`src/rtl/uart_rx_ctrl_if.sv`:
```
// Bundle between the UART RX frame controller and its line/checker side.
// Optional err_clr/err_status appear with UART_RX_ERR_STATUS_EN.
interface uart_rx_ctrl_if #(
   parameter int PRESCALE_W = 6
);
   logic                  rx_in;
   logic [PRESCALE_W-1:0] prescale;
   logic                  par_en;
   logic                  strt_glitch;
   logic                  par_err;
   logic                  stp_err;
   logic [PRESCALE_W-1:0] edge_cnt;
   logic [3:0]            bit_cnt;
   logic                  dat_samp_en;
   logic                  strt_chk_en;
   logic                  deser_en;
   logic                  par_chk_en;
   logic                  stp_chk_en;
   logic                  data_valid;
`ifdef UART_RX_ERR_STATUS_EN
   logic                  err_clr;
   logic [2:0]            err_status;

   modport master (
      input  rx_in, prescale, par_en,
      input  strt_glitch, par_err, stp_err,
      input  err_clr,
      output edge_cnt, bit_cnt,
      output dat_samp_en, strt_chk_en, deser_en,
      output par_chk_en, stp_chk_en, data_valid,
      output err_status
   );

   modport slave (
      output rx_in, prescale, par_en,
      output strt_glitch, par_err, stp_err,
      output err_clr,
      input  edge_cnt, bit_cnt,
      input  dat_samp_en, strt_chk_en, deser_en,
      input  par_chk_en, stp_chk_en, data_valid,
      input  err_status
   );
`else
   modport master (
      input  rx_in, prescale, par_en,
      input  strt_glitch, par_err, stp_err,
      output edge_cnt, bit_cnt,
      output dat_samp_en, strt_chk_en, deser_en,
      output par_chk_en, stp_chk_en, data_valid
   );

   modport slave (
      output rx_in, prescale, par_en,
      output strt_glitch, par_err, stp_err,
      input  edge_cnt, bit_cnt,
      input  dat_samp_en, strt_chk_en, deser_en,
      input  par_chk_en, stp_chk_en, data_valid
   );
`endif
endinterface

```
`src/rtl/uart_rx_ctrl.sv`:
```
// UART RX frame sequencer: edge/bit counters, Moore enables, data_valid.
// Define UART_RX_ERR_STATUS_EN for sticky err_status with err_clr.
module uart_rx_ctrl #(
   parameter int PRESCALE_W = 6,
   parameter int DATA_W     = 8
) (
   input logic            clk_based_on_prescale,
   input logic            asy_reset,
   uart_rx_ctrl_if.master bus
);

   typedef enum logic [2:0] {
      IDLE, START, DATA, PARITY, STOP
   } state_t;

   localparam logic [3:0] LAST_BIT = 4'(DATA_W);

   state_t                state;
   state_t                state_n;
   logic [PRESCALE_W-1:0] p_eff;
   logic [PRESCALE_W-1:0] p_reg;
   logic [PRESCALE_W-1:0] edge_cnt;
   logic [3:0]            bit_cnt;
   logic                  fail;
   logic                  last;
   logic                  dat_samp_en;
   logic                  strt_chk_en;
   logic                  deser_en;
   logic                  par_chk_en;
   logic                  stp_chk_en;
   logic                  data_valid;

   // Only 16 and 32 are honoured; everything else falls back to 8.
   always_comb begin
      p_eff = PRESCALE_W'(8);
      if (bus.prescale == PRESCALE_W'(16))
         p_eff = PRESCALE_W'(16);
      else if (bus.prescale == PRESCALE_W'(32))
         p_eff = PRESCALE_W'(32);
   end

   assign last = (edge_cnt == p_reg - PRESCALE_W'(1));

   always_comb begin
      state_n = state;
      unique case (state)
         IDLE:
            if (!bus.rx_in) state_n = START;
         START:
            if (last) state_n = bus.strt_glitch ? IDLE : DATA;
         DATA:
            if (last && bit_cnt == LAST_BIT)
               state_n = bus.par_en ? PARITY : STOP;
         PARITY:
            if (last) state_n = STOP;
         STOP:
            if (last) state_n = IDLE;
         default:
            state_n = IDLE;
      endcase
   end

   always_ff @(posedge clk_based_on_prescale or negedge asy_reset) begin
      if (!asy_reset) begin
         state       <= IDLE;
         p_reg       <= '0;
         edge_cnt    <= '0;
         bit_cnt     <= '0;
         fail        <= 1'b0;
         dat_samp_en <= 1'b0;
         strt_chk_en <= 1'b0;
         deser_en    <= 1'b0;
         par_chk_en  <= 1'b0;
         stp_chk_en  <= 1'b0;
         data_valid  <= 1'b0;
      end else begin
         state       <= state_n;
         dat_samp_en <= (state_n != IDLE);
         strt_chk_en <= (state_n == START);
         deser_en    <= (state_n == DATA);
         par_chk_en  <= (state_n == PARITY);
         stp_chk_en  <= (state_n == STOP);
         data_valid  <= (state == STOP) && last &&
                        !bus.stp_err && !fail;

         if (state == IDLE) begin
            edge_cnt <= '0;
            bit_cnt  <= '0;
            if (!bus.rx_in) begin
               p_reg <= p_eff;
               fail  <= 1'b0;
            end
         end else if (state_n == IDLE) begin
            edge_cnt <= '0;
            bit_cnt  <= '0;
         end else if (last) begin
            edge_cnt <= '0;
            bit_cnt  <= bit_cnt + 4'd1;
         end else begin
            edge_cnt <= edge_cnt + PRESCALE_W'(1);
         end

         if (state == PARITY && last)
            fail <= bus.par_err;
      end
   end

`ifdef UART_RX_ERR_STATUS_EN
   logic [2:0] err_status;
   logic [2:0] err_set;

   assign err_set = {
      (state == STOP)   && last && bus.stp_err,
      (state == PARITY) && last && bus.par_err,
      (state == START)  && last && bus.strt_glitch
   };

   // A new error in the clear cycle survives the clear.
   always_ff @(posedge clk_based_on_prescale or negedge asy_reset) begin
      if (!asy_reset)
         err_status <= '0;
      else
         err_status <= (err_status & ~{3{bus.err_clr}}) | err_set;
   end

   assign bus.err_status = err_status;
`endif

   assign bus.edge_cnt    = edge_cnt;
   assign bus.bit_cnt     = bit_cnt;
   assign bus.dat_samp_en = dat_samp_en;
   assign bus.strt_chk_en = strt_chk_en;
   assign bus.deser_en    = deser_en;
   assign bus.par_chk_en  = par_chk_en;
   assign bus.stp_chk_en  = stp_chk_en;
   assign bus.data_valid  = data_valid;

endmodule

```
`src/flat_wrapper.sv`:
```
// flat-port wrapper written by rule: the top's interface ports become plain ports
module uart_rx_ctrl_flat 
#(
   parameter int PRESCALE_W = 6,
   parameter int DATA_W     = 8
)
  (clk_based_on_prescale, asy_reset, bus_rx_in, bus_prescale, bus_par_en, bus_strt_glitch, bus_par_err, bus_stp_err, bus_edge_cnt, bus_bit_cnt, bus_dat_samp_en, bus_strt_chk_en, bus_deser_en, bus_par_chk_en, bus_stp_chk_en, bus_data_valid);
  uart_rx_ctrl_if #(.PRESCALE_W(PRESCALE_W)) bus_i ();
  input logic clk_based_on_prescale;
  input logic asy_reset;
  input wire logic [$bits(bus_i.rx_in)-1:0] bus_rx_in;
  input wire logic [$bits(bus_i.prescale)-1:0] bus_prescale;
  input wire logic [$bits(bus_i.par_en)-1:0] bus_par_en;
  input wire logic [$bits(bus_i.strt_glitch)-1:0] bus_strt_glitch;
  input wire logic [$bits(bus_i.par_err)-1:0] bus_par_err;
  input wire logic [$bits(bus_i.stp_err)-1:0] bus_stp_err;
  output wire logic [$bits(bus_i.edge_cnt)-1:0] bus_edge_cnt;
  output wire logic [$bits(bus_i.bit_cnt)-1:0] bus_bit_cnt;
  output wire logic [$bits(bus_i.dat_samp_en)-1:0] bus_dat_samp_en;
  output wire logic [$bits(bus_i.strt_chk_en)-1:0] bus_strt_chk_en;
  output wire logic [$bits(bus_i.deser_en)-1:0] bus_deser_en;
  output wire logic [$bits(bus_i.par_chk_en)-1:0] bus_par_chk_en;
  output wire logic [$bits(bus_i.stp_chk_en)-1:0] bus_stp_chk_en;
  output wire logic [$bits(bus_i.data_valid)-1:0] bus_data_valid;
  assign bus_i.rx_in = bus_rx_in;
  assign bus_i.prescale = bus_prescale;
  assign bus_i.par_en = bus_par_en;
  assign bus_i.strt_glitch = bus_strt_glitch;
  assign bus_i.par_err = bus_par_err;
  assign bus_i.stp_err = bus_stp_err;
  assign bus_edge_cnt = bus_i.edge_cnt;
  assign bus_bit_cnt = bus_i.bit_cnt;
  assign bus_dat_samp_en = bus_i.dat_samp_en;
  assign bus_strt_chk_en = bus_i.strt_chk_en;
  assign bus_deser_en = bus_i.deser_en;
  assign bus_par_chk_en = bus_i.par_chk_en;
  assign bus_stp_chk_en = bus_i.stp_chk_en;
  assign bus_data_valid = bus_i.data_valid;
  uart_rx_ctrl #(.PRESCALE_W(PRESCALE_W), .DATA_W(DATA_W)) u_core (.clk_based_on_prescale(clk_based_on_prescale), .asy_reset(asy_reset), .bus(bus_i));
endmodule
```
`config.mk`:
```
export PLATFORM = sky130hd
export DESIGN_NAME = uart_rx_ctrl_flat
export DESIGN_NICKNAME = d
export VERILOG_FILES = /design/src/rtl/uart_rx_ctrl_if.sv /design/src/rtl/uart_rx_ctrl.sv /design/src/flat_wrapper.sv
export SDC_FILE = /design/constraint.sdc
export NUM_CORES = 1
export LEC_CHECK = 0
export CAP_MARGIN = 10
export CORE_ASPECT_RATIO = 0.5
export CORE_MARGIN = 1
export CORE_UTILIZATION = 39
export DETAILED_ROUTE_END_ITERATION = 7
export GPL_ROUTABILITY_DRIVEN = 0
export GPL_TIMING_DRIVEN = 0
export PLACE_DENSITY = 0.65
export RECOVER_POWER = 100
export SLEW_MARGIN = 20
export SYNTH_ARGS = -nofsm -noshare
export SYNTH_HDL_FRONTEND = slang
export SYNTH_SLANG_ARGS = --single-unit
```
`constraint.sdc`:
```
create_clock -name clk_based_on_prescale -period 4.6 [get_ports clk_based_on_prescale]
set_input_delay 0.46 -clock clk_based_on_prescale [delete_from_list [all_inputs] [get_ports clk_based_on_prescale]]
set_output_delay 0.46 -clock clk_based_on_prescale [all_outputs]
set_load 0.1 [all_outputs]
```
==> impl_results.md, run 1 <==
* Combinational share of power at 0.583
* Slew headroom at 0.1867
* Final-layout fill cell count at 257
* Depth of the CTS H-tree at 1
* Max Slew Vio Count at 0
* Worst r2r path cells at 7
* Hold WC Path Type: input port to async pin
* Routed WL per cell at 12.86 um
* Setup TNS at 0 ps
* Maximum clock path buffer count at 2
* Yosys warnings at 0
* Synth top area cells: dfrtp_1, ha_1, xnor2_1, nor2_1, a211oi_1
* Die Y at 41.45 um
* RSZ-0062 raised after global routing: no
* Synthesized area at 1214 um2
* WL final at 2328 um
* Top reg by flops: u_core.bus.edge_cnt
* Flop pwr share at 0.295
* Placed insts at 177
* Number of buffers added on ports at 28
* Seq/Total Area, Yosys at 0.4742
* Post-synth top area share at 0.4742
* Post-CTS repair timing setup buffer count at 0
* Post-route DRC at 0
* Via/cell ratio at 4.956
* CP startpoint kind: flip-flop
* Initial antenna violation count at 0
* Min Tclk post-route at 2592 ps
* Syn avg cell area at 10.84 um2
* Worst Tran Pin Value at 1220 ps
* Dpl hpwl at 1783 um
* Total global routing overflow at 0
* Largest net degree at the start of global routing at 24
* Flops & latches, synth at 23
* Clock transition at path regs at 80 ps
* Antenna cells at 0
* Fmax at 0.3858 GHz
* Final setup viols at 0
* Pre-CTS setup slack at 2419 ps
* Worst-skew pair later-pin latency at 260 ps
* Final Power at 0.001043 W
* Reg-to-reg startpoint: u_core.p_reg[3]
* Die width at 80.89 um
* Share of layout cells above drive strength 1 at 0.06250
* Status: completed
* Nets at 162
* Clock network fraction of design power at 0.122
* PD cells at 677.2 nW/um2
* First-pass GRT wire length at 3864 um
* Switching Fraction at 0.5301
* WP data required at 4700 ps
* Max-Cap Viols at 0
* Clock root buffer master: clkbuf_8
* Netlist cell types at 37
* # resized after CTS at 0
* Hold Violations, Final at 0
* DRT Pass-1 Iters at 4
* Core area at 2765 um2
* I/O pin count at 29
* Clock Skew at 2.020 ps
* Final ANT Viol Nets at 0
* Die ar. at 3352 um2
* Final Instance Count excl. Fillers at 181
* Cell count after synthesis at 112
* Maximum vdd drop at 0.4177 mV
* Inserted Clock Buffers at 3
* Internal Power at 0.0004900 W
* Vias in the first global route at 835
* Layout area overhead at 26.91%
* Seq. cell area at 575.6 um2
* Max reg flops at 6
* Crit path capture type: flip-flop
* Area of the multi-input gates at 561.8 um2
* Critical Path Fanout Max at 10
* PnR worst setup slack at 2008 ps
* Cell accounting for the most synthesized area: dfrtp_1
* Fin crit share at 0.5635
* DR vias at 897
* CTS tree: done
* Biggest regs: u_core.bus.edge_cnt x6, u_core.bus.bit_cnt x4
* Arr. time, crit path at 2690 ps
* Mapped Nets at 129
* DR iter-0 viols at 65
* CTS Hold Bufs at 0
* GR Util All Layers at 0.1561
* Clk sinks at 23
* FF-to-FF End: u_core.bus.bit_cnt[3]
* Cell row count at 13
* Static Leak at 0.6960 nW
* Reg2reg setup slack at 2010 ps
* NetSw at 0.0005529 W
* WS Path Type: flip-flop to flip-flop
* Initial core utilization at 0.4389
## layout make-up
class / count / area share
Clock buffer: 4 / 0.02924
Tap cell: 37 / 0.03006
Timing Repair Buffer: 28 / 0.1779
Sequential cell: 23 / 0.3737
Multi-Input combinational cell: 79 / 0.3647
Buffer: 2 / 0.004874
Inverter: 8 / 0.01950
## Yosys cell counts
| cell type | number |
|---|---|
| and2_1 | 1 |
| a31oi_4 | 1 |
| xnor2_1 | 5 |
| and3b_1 | 1 |
| or4_1 | 1 |
| buf_6 | 1 |
| a21o_1 | 2 |
| o22ai_1 | 1 |
| inv_2 | 1 |
| nor2_1 | 11 |
| nand4b_1 | 1 |
| nand4_4 | 1 |
| nand2b_1 | 3 |
| a21oi_1 | 4 |
| clkbuf_1 | 1 |
| nor4_1 | 1 |
| xnor3_2 | 1 |
| o31ai_1 | 1 |
| ha_1 | 4 |
| xor2_1 | 4 |
| nor3_2 | 1 |
| a211oi_1 | 5 |
| mux2i_1 | 1 |
| nor3b_2 | 1 |
| o21ai_0 | 5 |
| and2b_1 | 1 |
| a21boi_0 | 1 |
| nor3_4 | 1 |
| dfrtp_1 | 23 |
| a2bb2oi_2 | 1 |
| or3_1 | 3 |
| inv_1 | 7 |
| nand3_1 | 3 |
| nor2b_1 | 3 |
| a31o_2 | 1 |
| nor3b_4 | 1 |
| nand2_1 | 8 |
## worst max-delay path, stage by stage (launching register included)
cell and delay, ps:
dfrtp_1 390, inv_1 50, ha_1 190, xnor3_2 370, nand4_1 250, nor2_1 280
a2bb2oi_1 720, a211oi_1 170
## per-stage QoR
step / instance area, um2 / hold WS, ps / utilization
2_1_floorplan: 1214 / 164.4 / -
3_3_place_gp: 1540 / 419.0 / 0.5570
3_5_place_dp: 1540 / 423.1 / 0.5570
4_1_cts: 1585 / 433.4 / 0.5733
5_1_grt: 1540 / 448.0 / 0.5570
6_report: 1540 / 424.2 / 0.5570
## logic make-up (layout without fill, tap and decap cells)
group | Yosys count | count (layout) | share of synthesized area
flops | 23 | 23 | 0.4742
compound gates | 22 | 22 | 0.1351
buf+inv | 10 | 42 | 0.03711
simple gates | 42 | 42 | 0.2196
xor+xnor | 10 | 10 | 0.08453
fa+ha+maj | 4 | 4 | 0.04124
mux | 1 | 1 | 0.008248
## cells in the final DEF, fill, tap and decap left out, types with 2 or more instances in the layout
cell             count
a211oi_1             5
a21o_1               2
a21oi_1              4
clkbuf_1             4
clkbuf_8             3
clkdlybuf4s50_1     11
dfrtp_1             23
dlygate4sd3_1       16
ha_1                 4
inv_1                7
nand2_1              8
nand2b_1             3
nand3_1              3
nor2_1              11
nor2b_1              3
o21ai_0              5
or3_1                3
xnor2_1              5
xor2_1               4
## power by group through the flow
stage	logic (W)	clock network, W	registers [W]
after floorplan	0.000221	0	0.000594
final	0.000608	0.000127	0.000308
after detailed placement	0.000648	0	0.000316
after CTS	0.000650	0.000131	0.000312
after global placement	0.000643	0	0.000314
after global routing	0.000652	0.000141	0.000319
## worst max path at each step
stage	start	to	slack [ps]	cells after the start
floorplan	u_core.bus.edge_cnt[0]	u_core.bus.bit_cnt[0]	2250	6
global placement	u_core.p_reg[3]	u_core.bus.bit_cnt[3]	2450	7
detailed placement	u_core.p_reg[3]	u_core.bus.bit_cnt[3]	2420	7
CTS	u_core.bus.edge_cnt[3]	bus_edge_cnt[3]	2250	1
global route	u_core.p_reg[3]	u_core.bus.bit_cnt[0]	1730	7
finish	u_core.p_reg[3]	u_core.bus.bit_cnt[3]	2010	7
## metal layers
layer  vias to the layer above  global-route usage  wire length [um]
met2                        14              0.2336              1101
met1                       427              0.2145              1150
met5                         -                   0                 0
li1                        456                   -                 -
met4                         0             0.04286                 0
met3                         0             0.05275                75
Note: power is estimated with default switching activity, not from simulation.
==> run 2, diff against run 1 <==
Clock period 4.6 ns to 2.6 ns, I/O delays scaled along.
==> run 2 against run 1 <==
- total power rose by 81%
- clock power rose by 76%
- clock-buffer cell count did not move
- cell count rose by 0.55%
- clock skew fell by 0.57 ps
- worst hold slack improved by 16 ps
- via count rose by 1.4%
- core utilization rose by 1.6 points
- routed wire length fell by 0.13%
- first-iteration DRC count fell by 3.1%
- sequential power rose by 77%
- critical endpoint is now u_core.bus.bit_cnt[0]
- largest cell class is now multi-input combinational cells
==> impl_results.md, run 2 (synthesized netlist as in run 1, its figures left out) <==
* Min Tclk post-route at 2186 ps
* Final-layout fill cell count at 249
* CTS tree: done
* Initial antenna violation count at 0
* GR Util All Layers at 0.1561
* Hold Path Cell Cnt at 1
* Clk sinks at 23
* Arr. time, crit path at 2300 ps
* Max Slew Vio Count at 0
* Core area at 2765 um2
* DR iter-0 viols at 63
* Worst path cell trace: inv_1 -> ha_1 -> xnor3_2 -> nand4_4 -> nor2_1 -> a2bb2oi_2 -> a211oi_1
* Seq. cell area at 575.6 um2
* Fmax at 0.4575 GHz
* DR vias at 910
* Top reg by flops: u_core.bus.edge_cnt
* Die Y at 41.45 um
* Final Instance Count excl. Fillers at 182
* Max reg flops at 6
* Initial core utilization at 0.4389
* End of the worst hold path: u_core.bus.data_valid
* Post-CTS repair timing setup buffer count at 0
* Post-Route Utilization at 0.5729
* Commonest non-fill, non-tap cells in the layout: dfrtp_1, dlygate4sd3_1, nor2_1, clkdlybuf4s50_1, nand2_1
* Antenna cells at 0
* Total global routing overflow at 0
* CP startpoint kind: flip-flop
* Number of buffers added on ports at 28
* Slew headroom at 0.1781
* Area of the multi-input gates at 588.1 um2
* Die ar. at 3352 um2
* Worst Tran Pin Value at 1233 ps
* Maximum vdd drop at 0.7414 mV
* Static Leak at 0.7135 nW
* Worst-skew pair later-pin latency at 260 ps
* # resized after CTS at 0
* Crit-path slowest cell: a2bb2oi_2
* Reg2reg setup slack at 410 ps
* Vias in the first global route at 835
* Clock transition at path regs at 80 ps
* Reg-to-reg startpoint: u_core.p_reg[3]
* WS Path Type: flip-flop to flip-flop
* Cell row count at 13
* Die width at 80.89 um
* Setup TNS at 0 ps
* Hold Violations, Final at 0
* Final setup viols at 0
* WP data required at 2710 ps
* Depth of the CTS H-tree at 1
* Final ANT Viol Nets at 0
* Inserted Clock Buffers at 3
* Dpl hpwl at 1783 um
* Max-Cap Viols at 0
* Maximum clock path buffer count at 2
* Routed WL per cell at 12.77 um
* RSZ-0062 raised after global routing: no
* Crit path capture type: flip-flop
* Worst hold path startpoint: u_core.fail
* Nets at 163
* Largest net degree at the start of global routing at 24
* Fin crit share at 0.8406
* Layout area overhead at 30.52%
* Worst path max stage delay at 440 ps
* Status: completed
* Via/cell ratio at 5.000
* Clock Skew at 1.451 ps
* Biggest regs: u_core.bus.edge_cnt x6, u_core.bus.bit_cnt x4
* WL final at 2325 um
* I/O pin count at 29
* Placement Cell Area at 1540 um2
* Clock root buffer master: clkbuf_8
* Commonest non-fill, non-tap cell in the layout: dfrtp_1
* PD cells at 1189 nW/um2
* Placed insts at 177
* Post-route DRC at 0
* Share of layout cells above drive strength 1 at 0.08966
* Critical Path Fanout Max at 10
* FF-to-FF End: u_core.bus.bit_cnt[0]
* DRT Pass-1 Iters at 4
* First-pass GRT wire length at 3864 um
* CP Launch Point: u_core.p_reg[3]
* Final Power at 0.001884 W
* Worst r2r path cells at 7
* Final Cell Area at 1584 um2
* Hold WC Path Type: flip-flop to flip-flop
run 2: worst max-delay path by stage:
stage | end | slack, ps | cells past startpoint
floorplan | u_core.bus.bit_cnt[0] | 250 | 6
global placement | u_core.bus.bit_cnt[3] | 450 | 7
detailed placement | u_core.bus.bit_cnt[3] | 420 | 7
CTS | u_core.bus.bit_cnt[3] | 400 | 7
global route | u_core.bus.bit_cnt[0] | 220 | 7
finish | u_core.bus.bit_cnt[0] | 410 | 7
run 2: layer usage:
| layer | routed length (um) | up-vias | GRT usage |
|---|---|---|---|
| met5 | 0 | - | 0 |
| met3 | 72 | 0 | 0.05275 |
| met4 | 0 | 0 | 0.04286 |
| met1 | 1150 | 437 | 0.2145 |
| met2 | 1102 | 14 | 0.2336 |
| li1 | - | 459 | - |
run 2: power by group:
| part | internal (W) | total, W | switching, W |
|---|---|---|---|
| Clock | 0.000109 | 0.000224 | 0.000115 |
| Combinational | 0.000305 | 0.00112 | 0.000810 |
| Sequential | 0.000463 | 0.000544 | 0.0000813 |
run 2: timing repair:
| item | CTS | global route |
|---|---|---|
| hold buffers | 0 | 1 |
| setup endpoints to repair | 0 | 0 |
| hold endpoints to repair | 0 | 20 |
run 2: stage by stage:
step           hold slack [ps]  worst slack, ps
2_1_floorplan           -35.59            248.1
3_3_place_gp             419.0            446.0
3_5_place_dp             423.1            418.9
4_1_cts                  433.4            396.7
5_1_grt                  448.0            219.9
6_report                 440.3            414.4
run 2: final cells by class:
cell class | instances | area share
inverter | 8 | 0.01896
tap | 37 | 0.02923
sequential | 23 | 0.3633
multi-input combinational | 79 | 0.3712
timing repair buffer | 29 | 0.1793
clock buffer | 4 | 0.02844
buffer | 2 | 0.009479
run 2: worst max-delay path: cells and delay by family, from the launching register on:
kind                     cells  cell delay [ps]
XOR/XNOR                     1              400
flip-flops                   1              390
AO/OA/AOI/OAI                2              580
adder cells (fa/ha/maj)      1              190
AND/OR/NAND/NOR              2              410
buffers and inverters        1               50
